File: src/rtl/poker_pkg.sv
// Shared rank constants, scanner state encoding and rank-to-bitmap mapping.
package poker_pkg;

  localparam int RANK_W    = 4;
  localparam int NUM_RANKS = 13;

  localparam logic [RANK_W-1:0] ACE_RANK = 4'd13;
  localparam logic [RANK_W-1:0] MIN_RANK = 4'd1;

  typedef enum logic [1:0] {
    ST_IDLE = 2'd0,
    ST_LOAD = 2'd1,
    ST_SCAN = 2'd2,
    ST_DONE = 2'd3
  } scan_state_e;

  // Bitmap bit for a rank; rank 0 aliases the ace so the wheel step reuses its bit.
  function automatic logic [RANK_W-1:0] rank_index(input logic [RANK_W-1:0] rank);
    if (rank == 4'd0) begin
      return 4'd12;
    end else begin
      return rank - 4'd1;
    end
  endfunction

endpackage

File: src/rtl/straight_run_scan.sv
// Consecutive-rank run counter; flags the step at which the run reaches RUN_LEN.
module straight_run_scan
  import poker_pkg::*;
#(
  parameter int RUN_LEN = 5
) (
  input  logic clk,
  input  logic rst_n,
  input  logic i_clear,
  input  logic i_step,
  input  logic i_bit,
  output logic o_match
);

  localparam logic [RANK_W-1:0] RUN_TGT = RANK_W'(RUN_LEN);

  logic [RANK_W-1:0] r_run;
  logic [RANK_W-1:0] w_run_next;

  // Next run length and completion flag for the rank under examination.
  always_comb begin
    w_run_next = 4'd0;
    if (i_bit) begin
      w_run_next = r_run + 4'd1;
    end else begin
      w_run_next = 4'd0;
    end
    o_match = i_step && (w_run_next == RUN_TGT);
  end

  // Run length register, restarted for every new hand.
  always_ff @(posedge clk or negedge rst_n) begin
    if (!rst_n) begin
      r_run <= 4'd0;
    end else if (i_clear) begin
      r_run <= 4'd0;
    end else if (i_step) begin
      r_run <= w_run_next;
    end
  end

endmodule

File: src/rtl/straight_scanner.sv
// Loads a hand into a rank bitmap, then scans ace-down for the highest straight.
// Optional macro STRAIGHT_WHEEL_EN adds an ace-low (rank 0) scan step.
module straight_scanner
  import poker_pkg::*;
#(
  parameter int NUM_CARDS = 7,
  parameter int RUN_LEN   = 5
) (
  input  logic              clk,
  input  logic              rst_n,
  input  logic              start,
  input  logic              card_valid,
  input  logic [RANK_W-1:0] card_number,
  output logic              busy,
  output logic              done,
  output logic              is_straight,
  output logic [RANK_W-1:0] max_num,
  output logic              bad_card
);

  localparam int                CNT_W     = $clog2(NUM_CARDS + 1);
  localparam logic [CNT_W-1:0]  LAST_CARD = CNT_W'(NUM_CARDS - 1);
  localparam logic [RANK_W-1:0] RUN_OFS   = RANK_W'(RUN_LEN - 1);
`ifdef STRAIGHT_WHEEL_EN
  localparam logic [RANK_W-1:0] LAST_RANK = 4'd0;
`else
  localparam logic [RANK_W-1:0] LAST_RANK = MIN_RANK;
`endif

  scan_state_e          r_state;
  logic [NUM_RANKS-1:0] r_bitmap;
  logic [CNT_W-1:0]     r_count;
  logic [RANK_W-1:0]    r_rank;
  logic                 r_busy;
  logic                 r_done;
  logic                 r_is;
  logic [RANK_W-1:0]    r_max;
  logic                 r_bad;

  logic              w_accept_start;
  logic              w_step;
  logic              w_scan_bit;
  logic              w_card_bad;
  logic [RANK_W-1:0] w_load_idx;
  logic              w_match;

  // Start qualification, card decode and the bitmap bit under scan.
  always_comb begin
    w_accept_start = start && ((r_state == ST_IDLE) || (r_state == ST_DONE));
    w_step         = (r_state == ST_SCAN);
    w_card_bad     = (card_number > ACE_RANK);
    w_load_idx     = rank_index(card_number);
    w_scan_bit     = r_bitmap[rank_index(r_rank)];
  end

  straight_run_scan #(
    .RUN_LEN (RUN_LEN)
  ) u_run_scan (
    .clk     (clk),
    .rst_n   (rst_n),
    .i_clear (w_accept_start),
    .i_step  (w_step),
    .i_bit   (w_scan_bit),
    .o_match (w_match)
  );

  // Hand FSM with loader, scan pointer and registered results.
  always_ff @(posedge clk or negedge rst_n) begin
    if (!rst_n) begin
      r_state  <= ST_IDLE;
      r_bitmap <= {NUM_RANKS{1'b0}};
      r_count  <= {CNT_W{1'b0}};
      r_rank   <= 4'd0;
      r_busy   <= 1'b0;
      r_done   <= 1'b0;
      r_is     <= 1'b0;
      r_max    <= 4'd0;
      r_bad    <= 1'b0;
    end else begin
      case (r_state)
        ST_IDLE, ST_DONE: begin
          r_done <= 1'b0;
          if (start) begin
            r_state  <= ST_LOAD;
            r_busy   <= 1'b1;
            r_bitmap <= {NUM_RANKS{1'b0}};
            r_count  <= {CNT_W{1'b0}};
            r_rank   <= ACE_RANK;
            r_is     <= 1'b0;
            r_max    <= 4'd0;
            r_bad    <= 1'b0;
          end
        end
        ST_LOAD: begin
          if (card_valid) begin
            if (w_card_bad) begin
              r_bad <= 1'b1;
            end else begin
              r_bitmap[w_load_idx] <= 1'b1;
            end
            r_count <= r_count + CNT_W'(1);
            if (r_count == LAST_CARD) begin
              r_state <= ST_SCAN;
            end
          end
        end
        ST_SCAN: begin
          if (w_match) begin
            r_is    <= 1'b1;
            r_max   <= r_rank + RUN_OFS;
            r_state <= ST_DONE;
            r_done  <= 1'b1;
            r_busy  <= 1'b0;
          end else if (r_rank == LAST_RANK) begin
            r_state <= ST_DONE;
            r_done  <= 1'b1;
            r_busy  <= 1'b0;
          end else begin
            r_rank <= r_rank - 4'd1;
          end
        end
        default: begin
          r_state <= ST_IDLE;
          r_busy  <= 1'b0;
          r_done  <= 1'b0;
        end
      endcase
    end
  end

  assign busy        = r_busy;
  assign done        = r_done;
  assign is_straight = r_is;
  assign max_num     = r_max;
  assign bad_card    = r_bad;

endmodule

File: config.mk
export PLATFORM = sky130hd
export DESIGN_NAME = straight_scanner
export DESIGN_NICKNAME = d
export VERILOG_FILES = /design/src/rtl/poker_pkg.sv /design/src/rtl/straight_run_scan.sv /design/src/rtl/straight_scanner.sv
export SDC_FILE = /design/constraint.sdc
export NUM_CORES = 1
export LEC_CHECK = 0
export ABC_CLOCK_PERIOD_IN_PS = 3140
export CORE_ASPECT_RATIO = 0.75
export CORE_UTILIZATION = 52
export CTS_CLUSTER_SIZE = 24
export DETAILED_ROUTE_END_ITERATION = 8
export GPL_TIMING_DRIVEN = 1
export PLACE_DENSITY = 0.76
export SYNTH_ARGS = -nofsm -noshare
export SYNTH_HDL_FRONTEND = slang
export SYNTH_HIERARCHICAL = 1
export SYNTH_SLANG_ARGS = --single-unit
File: constraint.sdc
create_clock -name clk -period 3.14 [get_ports clk]
set_input_delay 0.628 -clock clk [delete_from_list [all_inputs] [get_ports clk]]
set_output_delay 0.628 -clock clk [all_outputs]
set_load 0.02 [all_outputs]
== Word level (Yosys, flattened, before mapping) ==
Cells that the tools add are included.

* Register bits: 34
* Bits of input ports: 8

* Add/subtract/negate cells: 5
* Magnitude comparators: 4
* Equal/unequal tests: 15
* Mux-type cells: 42
* Bitwise logic cells: 1
* Reductions and logical operators: 19

{| class="wikitable"
|+ Operators with widths
! kind !! number
|-
| 2-to-1 mux 4 bit || 10
|-
| 2-to-1 mux 13 bit || 3
|-
| one-hot mux 13 bit (2 select lines) || 1
|-
| inequality test 2 bit (second input constant) || 8
|-
| one-hot mux 4 bit (2 select lines) || 2
|-
| AND reduction 4 bit || 4
|-
| bitwise OR 13 bit || 1
|-
| 2-to-1 mux 1 bit || 11
|-
| < comparator 4 x 5 -> 1 bit (second input constant) || 2
|-
| 2-to-1 mux 2 bit || 5
|-
| AND reduction 3 bit || 3
|-
| zero test 4 bit || 2
|-
| one-hot mux 1 bit (2 select lines) || 4
|-
| subtractor 4 x 1 -> 4 bit (second input constant) || 2
|-
| 2-to-1 mux 3 bit || 2
|-
| one-hot mux 2 bit (3 select lines) || 1
|-
| one-hot mux 3 bit (2 select lines) || 1
|-
| nonzero test 2 bit || 3
|-
| adder 4 x 1 -> 4 bit (second input constant) || 1
|-
| adder 4 x 3 -> 4 bit (second input constant) || 1
|-
| binary-select mux 1 bit (select 4 bit) || 1
|-
| demux 1 bit (select 4 bit) || 1
|-
| equality test 2 bit (second input constant) || 2
|-
| equality test 4 x 1 -> 1 bit (second input constant) || 1
|-
| 12 further kinds || 14
|}

== Depth between registers and ports, before layout ==
Gate-level depths: netlist (run 1).

* Word-level depth: 10
* Depth in mapped cells: 16
* Mapped depth without buffers: 15

== Hierarchy ==
Netlist (run 1), hierarchy kept.

{| class="wikitable"
|+ By module, submodules not included
! module !! times used !! cells each !! area an instance (um2) !! sequential area each (um2)
|-
| straight_scanner || 1 || 180 || 1676.6 || 750.7
|-
| straight_run_scan || 1 || 26 || 230.2 || 100.1
|}

== Worst setup path after synthesis (run 1) ==
Ideal clock, no wire load.

* Path kind: register -> register
* Start point: reg r_rank[0]
* End point: reg r_is, in the netlist is_straight
* Arrival time: 3.199 ns
* Required time: 3.015 ns
* Slack: -0.184 ns
* Cell stages (with the launch flop): 15
* Buffers on the path: 1
* Period minus slack after synthesis: 3.324 ns
* Path through: dfrtp_1 clkbuf_8 inv_1 ha_1 xnor2_1 and2_4 mux4_2 nor2_1 a211oi_1 nand2_1 or4_1 nor2_1 inv_1 a21oi_2 mux2_2

* Cells in the longest elaborated chain, start to end: 9
* Elaborated cells between the ends (all ways): 10
* Classes of those cells: add/sub: 1; eq/ne: 2; mux: 4; reduce/logical: 3

{| class="wikitable"
|+ Ends and longest elaborated chain
! what !! line !! text
|-
| start: declaration || straight_scanner.sv:33 || <nowiki>logic [RANK_W-1:0] r_rank;</nowiki>
|-
| start signal: assignment || straight_scanner.sv:119 || <nowiki>r_rank <= r_rank - 4'd1;</nowiki>
|-
| subtractor 4 x 1 -> 4 bit / zero test 4 bit (equally long branches) || poker_pkg.sv:22, poker_pkg.sv:19 ||
|-
| 2-to-1 mux 4 bit * || poker_pkg.sv:19 || <nowiki>if (rank == 4'd0) begin</nowiki>
|-
| binary-select mux 1 bit (select 4 bit) * || straight_scanner.sv:53 || <nowiki>w_scan_bit = r_bitmap[rank_index(r_rank)];</nowiki>
|-
| 2-to-1 mux 1 bit (implied by the code) * || straight_scanner.sv:53 ||
|-
| named net w_scan_bit || straight_scanner.sv:42 || <nowiki>logic w_scan_bit;</nowiki>
|-
| 2-to-1 mux 4 bit * || straight_run_scan.sv:23 || <nowiki>if (i_bit) begin</nowiki>
|-
| equality test 4 x 3 -> 1 bit * || straight_run_scan.sv:28 || <nowiki>o_match = i_step && (w_run_next == RUN_TGT);</nowiki>
|-
| logical AND 1 bit * || straight_run_scan.sv:28 ||
|-
| named net w_match || straight_scanner.sv:45 || <nowiki>logic w_match;</nowiki>
|-
| inequality test 2 bit (no source line) * || -- ||
|-
| AND reduction 3 bit (no source line) * || -- ||
|-
| end signal: assignment || straight_scanner.sv:76 || <nowiki>r_is <= 1'b0;</nowiki>
|-
| end signal: assignment || straight_scanner.sv:89 || <nowiki>r_is <= 1'b0;</nowiki>
|-
| end signal: assignment || straight_scanner.sv:109 || <nowiki>r_is <= 1'b1;</nowiki>
|-
| end: declaration || straight_scanner.sv:36 || <nowiki>logic r_is;</nowiki>
|}

Mark *: on every way through the listed nets, which the timed path passes. The rest lies on a longest branch. The select of a mux whose other input is x is not followed.
A chain may end at the register's enable or synchronous reset.

== Worst setup path after layout (run 1) ==
* Start point: reg r_rank[2]
* End point: reg r_state[1]

* Cells in the longest elaborated chain, start to end: 9
* Elaborated cells between the ends (all ways): 13
* Classes of those cells: add/sub: 1; eq/ne: 3; mux: 6; reduce/logical: 3

{| class="wikitable"
|+ Ends and longest elaborated chain
! what !! line !! text
|-
| subtractor 4 x 1 -> 4 bit / zero test 4 bit (equally long branches) || poker_pkg.sv:22, poker_pkg.sv:19 ||
|-
| 2-to-1 mux 4 bit * || poker_pkg.sv:19 ||
|-
| binary-select mux 1 bit (select 4 bit) * || straight_scanner.sv:53 ||
|-
| 2-to-1 mux 1 bit (implied by the code) * || straight_scanner.sv:53 ||
|-
| named net w_scan_bit || straight_scanner.sv:42 ||
|-
| 2-to-1 mux 4 bit * || straight_run_scan.sv:23 ||
|-
| equality test 4 x 3 -> 1 bit * || straight_run_scan.sv:28 ||
|-
| logical AND 1 bit * || straight_run_scan.sv:28 ||
|-
| named net w_match || straight_scanner.sv:45 ||
|-
| inequality test 3 bit (no source line) / 2-to-1 mux 2 bit (equally long branches) || -- ||
|-
| AND reduction 4 bit (no source line) / one-hot mux 2 bit (3 select lines) (equally long branches) || -- ||
|-
| end signal: assignment || straight_scanner.sv:70 || <nowiki>r_state <= ST_IDLE;</nowiki>
|-
| end signal: assignment || straight_scanner.sv:84 || <nowiki>r_state <= ST_LOAD;</nowiki>
|-
| end signal: assignment || straight_scanner.sv:103 || <nowiki>r_state <= ST_SCAN;</nowiki>
|-
| end: declaration || straight_scanner.sv:30 || <nowiki>scan_state_e r_state;</nowiki>
|}

Marked as above.

==> results_dict.tcl, run 1 <==
set metrics [dict create \
    status "complete, no violations" \
    postRouteAntennaNets 0 \
    met3_usage_pct 6.077 \
    antennaDiodeCount 0 \
    yosys.area_share.simple_pct 20.54 \
    slew_viol_final 0 \
    synth_compound_area_share_pct 15.35 \
    netlist_area_sq_um 1907 \
    cp-end-kind "flip-flop" \
    grt_usage_pct 24.52 \
    synth_ff_type "dfrtp_1" \
    async_reset_ff_share_pct 100.0 \
    hold_class "flip-flop to flip-flop" \
    worstSkewPairLatency_ns 0.29 \
    coreArea_sq_um 3401 \
    period_share_pct 96.99 \
    grt_max_degree 35 \
    cts_max_level 2 \
    timing.fmax_mhz 328.3 \
    vias 1601 \
    nNetsFinal 249 \
    die_x_um 71.93 \
    drcViolationCount 0 \
    synth-adder-area-share_pct 6.562 \
    area_delta_synth_final_pct 20.74 \
    slowest_stage "or4_4" \
    synthXorXnorAreaFrac_pct 2.297 \
    via_per_inst 5.677 \
    grt_busiest_layer "met2" \
    ys_ff_latch 34 \
    start_util_pct 56.07 \
    io_buffers 15 \
    min_period_ns 3.046 \
    gp_congestion 0.9470 \
    synthCells 206 \
    yosysWarningCount 6 \
    crit_fanout 5 \
    power_leakage_uw 0.001024 \
    grt_use_met1_pct 29.68 \
    vdd_drop_max_uv 499.6 \
    power-per-cell-area_nw_per_um2 892.1 \
    die_area_sq_um 3916 \
    crit_chain "inv_1 -> ha_1 -> nand2_1 -> and2_4 -> mux4_2 -> nor2_1 -> a211oi_2 -> nand2_1 -> or4_4 -> nor2_4 -> inv_2 -> a31o_2 -> a21oi_4 -> mux2i_1" \
    synth_mux_area_share_pct 5.906 \
    path_clk_slew_ns 0.07 \
    fin_cells 282 \
    finalHoldViolations 0 \
    tightest_slew_ns 0.6784 \
    grt_pass1_vias 1555 \
    dp_cells 271 \
    cts_hold_buffers 0 \
    firstDrtPassIters 4 \
    avgSynthCellArea_sq_um 9.256 \
    startpoint_type "flip-flop" \
    cts-root-buf "clkbuf_8" \
    whs_ns 0.4992 \
    synth_top_family_by_area "simple AND/OR/NAND/NOR gates" \
    fp-row-count 18 \
    overflow 0 \
    drive_above_1_share_pct 16.38 \
    ys_seq_area_share_pct 44.62 \
    tritoncts "yes" \
    relSlewSlack_pct 54.35 \
    ys_types 39 \
    globalRouteMet2Util_pct 43.08 \
    ios 16 \
    fin_skew_ns 0.008000 \
    path_class "flip-flop to flip-flop" \
    required_ns 3.35 \
    grt_pass1_wl_mm 7.038 \
    dpl.hpwl_mm 3.072 \
    cts_sinks 34 \
    critPathArrivalTime_ns 3.26 \
    first_iter_violations 84 \
    final-setup-viol-count 0 \
    routed_wl_mm 4.360 \
    max_cap_viol_count 0 \
    syn_nets 224 \
    antenna_found_initial 0 \
    avgRoutedWirePerCell_um 15.46 \
    fp.dieH_um 54.44 \
    cts_buffer_depth 2 \
    cts_buffers 5 \
    cpPeakStageDelay_ns 0.50 \
    synth_edf_count 0 \
    cpMostUsedCell "nand2_1" \
]
==> critical path: cells and delay by family, from the launching register on <==
kind | cells | cell delay (ns)
fa+ha+maj | 1 | 0.17
mux | 2 | 0.51
compound gates | 3 | 0.61
simple gates | 6 | 1.10
flops | 1 | 0.44
buf+inv | 2 | 0.15
==> final timing paths <==
check,startpoint,to,slack (ns),depth (start not counted)
hold reg to reg,r_bitmap[8]$_DFFE_PN0P_,r_bitmap[8]$_DFFE_PN0P_,0.50,2
setup / recovery,r_rank[2]$_DFFE_PN0P_,r_state[1]$_DFFE_PN0P_,0.09,14
setup reg to reg,r_rank[2]$_DFFE_PN0P_,r_state[1]$_DFFE_PN0P_,0.09,14
hold / removal,r_bitmap[8]$_DFFE_PN0P_,r_bitmap[8]$_DFFE_PN0P_,0.50,2
max in group asynchronous,rst_n,r_rank[2]$_DFFE_PN0P_,2.08,2
min in group asynchronous,rst_n,max_num[2]$_DFFE_PN0P_,0.74,2
==> cells by family after synthesis <==
group                    count (synthesis)
AND/OR/NAND/NOR                         79
AO/OA/AOI/OAI                           49
adder cells (fa/ha/maj)                 10
XOR/XNOR                                 5
flip-flops                              34
buffers and inverters                   21
multiplexers                             8
==> metrics by stage <==
step	total power, uW	util [%]	area (sq um)	setup WS, ns	TNS (ns)
floorplan	1359	-	1919	0.002389	0
global placement	1604	63.02	2143	0.08025	0
detailed placement	1646	63.02	2143	-0.06491	-0.1874
CTS	2002	66.26	2253	0.04260	0
global route	2187	67.70	2302	-0.02924	-0.09006
finish	2054	67.70	2302	0.09441	0
==> placed cells by master (no fill, tap or decap), drive strengths merged, types with 2 or more instances in the layout <==
master and count:
dfrtp 34, nor2 26, a21oi 21, nand2 18, clkdlybuf4s50 15, inv 15, o21ai 10, ha 10
a31oi 9, buf 9, nand3 8, nor2b 7, clkbuf 7, and2 5, xnor2 4, mux2 3
mux2i 3, nand2b 3, o31ai 2, a31o 2, a41oi 2, nand3b 2, mux4 2, or4 2
and3 2, a211oi 2
==> metal layers <==
layer / vias to the layer above / routed length (um)
met1: 792 / 2036
met4: 0 / 36
li1: 768 / -
met5: - / 0
met2: 37 / 2114
met3: 4 / 173
==> power breakdown <==
part,switching (uW),total [uW],internal [uW]
combinational,600,1040,444
clock,158,334,177
sequential,98.5,675,576
==> layout make-up <==
type,instances,area (sq um)
Clock buffer,7,86.33
Timing Repair Buffer,24,217.7
Fill cell,260,1099
Clock inverter,1,5.005
Multi-Input combinational cell,151,1022
Tap cell,50,62.56
Inverter,15,56.30
Sequential cell,34,852.1
==> registers in the layout, summed over array words and instances, names as in the netlist <==
signal            cells
r_bitmap             13
max_num               4
r_rank                4
u_run_scan/r_run      4
r_count               3
r_state               2
bad_card              1
busy                  1
done                  1
is_straight           1
==> synthesized netlist by cell type (all sizes together), types with 2 or more instances <==
cell type / count / area share (%)
dfrtp: 34 / 45
nor2: 26 / 5.1
a21oi: 21 / 5.7
nand2: 18 / 3.5
inv: 15 / 3.0
ha: 10 / 6.6
o21ai: 10 / 2.8
a31oi: 9 / 3.0
nand3: 8 / 2.1
nor2b: 7 / 2.3
and2: 5 / 1.8
clkbuf: 5 / 1.5
xnor2: 4 / 1.8
mux2: 3 / 1.8
mux2i: 3 / 1.6
nand2b: 3 / 0.98
a211oi: 2 / 0.79
a31o: 2 / 0.92
a41oi: 2 / 0.92
and3: 2 / 0.92
mux4: 2 / 2.6
nand3b: 2 / 0.79
o31ai: 2 / 0.79
or4: 2 / 0.79
==> what timing repair did <==
| action | CTS | global route |
|---|---|---|
| gates resized for setup | 1 | 13 |
| pin swaps | 0 | 3 |
| setup endpoints to repair | 5 | 12 |
| setup buffers | 2 | 1 |
No activity file was read; power rests on OpenSTA's default activity.
==> run 2: changes to the inputs <==
--- a/config.mk
+++ b/config.mk
@@ -11,6 +11,7 @@
 export CTS_CLUSTER_SIZE = 24
 export DETAILED_ROUTE_END_ITERATION = 8
 export GPL_TIMING_DRIVEN = 1
+export HOLD_SLACK_MARGIN = 0.12
 export PLACE_DENSITY = 0.76
 export SYNTH_ARGS = -nofsm -noshare
 export SYNTH_HDL_FRONTEND = slang
==> results of run 2 <==
The final DEF is identical to that of run 1; final timing and power are the same.
==> run 3: changes to the inputs <==
--- a/config.mk
+++ b/config.mk
@@ -7,6 +7,7 @@
 export LEC_CHECK = 0
 export ABC_CLOCK_PERIOD_IN_PS = 3140
 export CORE_ASPECT_RATIO = 0.75
+export CORE_MARGIN = 3
 export CORE_UTILIZATION = 52
 export CTS_CLUSTER_SIZE = 24
 export DETAILED_ROUTE_END_ITERATION = 8
==> run 3 against run 2 <==
Effect of this change:
- sequential cell count unchanged
- clock power rose by 17%
- die area up 13%
- count of clock-buffer cells in the layout unchanged
- clock skew decreased by 0.00061 ns
- via count about the same
- sequential power hardly changed
- critical path type unchanged
- largest cell class unchanged
- highest routed layer unchanged
==> results_dict.tcl, run 3 (synthesized netlist as in run 1, its figures left out) <==
set metrics [dict create \
    ios 16 \
    slew_viol_final 0 \
    power-per-cell-area_nw_per_um2 913.6 \
    drcViolationCount 0 \
    overflow 0 \
    power_leakage_uw 0.001053 \
    cp-end-kind "flip-flop" \
    cts_hold_buffers 0 \
    vdd_drop_max_uv 521.8 \
    startpoint_type "flip-flop" \
    die_area_sq_um 4437 \
    area_delta_synth_final_pct 23.36 \
    grt_pass1_vias 1544 \
    reg2regPathDepth 13 \
    antennaDiodeCount 0 \
    largest-register "r_bitmap" \
    final_common_cell "dfrtp_1" \
    drive_above_1_share_pct 18.64 \
    max_cap_viol_count 0 \
    worstSkewPairLatency_ns 0.29 \
    timing.fmax_mhz 327.0 \
    path_clk_slew_ns 0.06 \
    cts-root-buf "clkbuf_8" \
    first_iter_violations 112 \
    status "complete, no violations" \
    die_x_um 75.93 \
    tightest_slew_ns 0.6541 \
    cts_buffers 5 \
    final-setup-viol-count 0 \
    hold_class "flip-flop to flip-flop" \
    cts_buffer_depth 2 \
    tritoncts "yes" \
    fin_util_pct 69.17 \
    fin_skew_ns 0.007390 \
    avgRoutedWirePerCell_um 14.91 \
    grt_usage_pct 20.51 \
    critPathArrivalTime_ns 3.27 \
    start_util_pct 56.07 \
    cts_max_level 2 \
    holdPathStages 1 \
    gp_congestion 0.8828 \
    min-delay-start "is_straight$_DFFE_PN0P_" \
    via_per_inst 5.594 \
    min_period_ns 3.058 \
    period_share_pct 97.38 \
    finalHoldViolations 0 \
    postRouteAntennaNets 0 \
    grt_max_degree 35 \
    firstDrtPassIters 4 \
    relSlewSlack_pct 55.99 \
    path_class "flip-flop to flip-flop" \
    io_buffers 15 \
    required_ns 3.35 \
    grt_pass1_wl_mm 7.182 \
    vias 1600 \
    nNetsFinal 253 \
    dpl.hpwl_mm 2.968 \
    layout_common_cells "dfrtp_1 (32), nor2_1 (25), a21oi_1 (17)" \
    cts_sinks 34 \
    critical_path.startpoint "r_rank[1]$_DFFE_PN0P_" \
    fp-row-count 18 \
    r2r_start "r_rank[1]$_DFFE_PN0P_" \
    crit_fanout 4 \
    coreArea_sq_um 3401 \
    finalSetupTns_ns 0 \
    largest_reg_flops 13 \
    routed_wl_mm 4.265 \
    fp.dieH_um 58.44 \
    antenna_found_initial 0 \
]
## run 3: cell type report
type                       instances  area (sq um)
fill                             257          1049
sequential                        34         853.3
inverter                          15         56.30
multi-input combinational        151          1026
tap                               50         62.56
timing repair buffer              28         247.7
clock buffer                       7         76.32
clock inverter                     1         30.03
## run 3: what timing repair did
item	CTS	global route
cloned	0	0
gates resized for setup	1	15
pin swaps	0	3
setup buffers	0	5
endpoints found under the setup margin	1	12
## run 3: final timing paths
check	endpoint	slack [ns]
max	r_state[1]$_DFFE_PN0P_	0.08
min	is_straight$_DFFE_PN0P_	0.51
max reg2reg	r_state[1]$_DFFE_PN0P_	0.08
min reg2reg	is_straight$_DFFE_PN0P_	0.51
max in group asynchronous	r_rank[2]$_DFFE_PN0P_	2.08
min in group asynchronous	r_rank[0]$_DFFE_PN0P_	0.75
## run 3: routing by layer
metal | up-vias | track usage, % | routed length [um]
li1 | 777 | - | -
met1 | 776 | 26.68 | 2009
met2 | 42 | 34.09 | 2010
met3 | 5 | 5.963 | 203
met4 | 0 | 5.943 | 41
met5 | - | 0 | 0
## run 3: report_power, final
group	total, uW	switching [uW]	leakage [uW]	internal [uW]
clock network	391	154	0.0000524	237
registers	678	102	0.000441	577
logic	1080	600	0.000560	479
total	2150	856	0.00105	1290
## run 3: per-stage QoR
stage               hold WS [ns]  instance area (sq um)  total power, uW  cells  setup slack, ns
floorplan                 0.3324                   1919             1359    206         0.002389
global placement          0.4816                   2158             1632    273           0.1283
detailed placement        0.4925                   2158             1667    273          0.01535
CTS                       0.5099                   2268             2075    281          0.06512
global route              0.5189                   2352             2310    286         -0.04763
finish                    0.5087                   2352             2149    286          0.08225
## run 3: worst max-delay path, cell delays in order (launching register included)
cell,delay (ns)
dfrtp_1,0.42
buf_4,0.15
or4_1,0.47
and3_4,0.21
nand2_1,0.06
nor2_1,0.05
a211oi_2,0.26
nand2_1,0.10
or4_4,0.50
nor2_4,0.12
inv_2,0.06
a31o_2,0.21
a21oi_2,0.16
mux2i_1,0.20
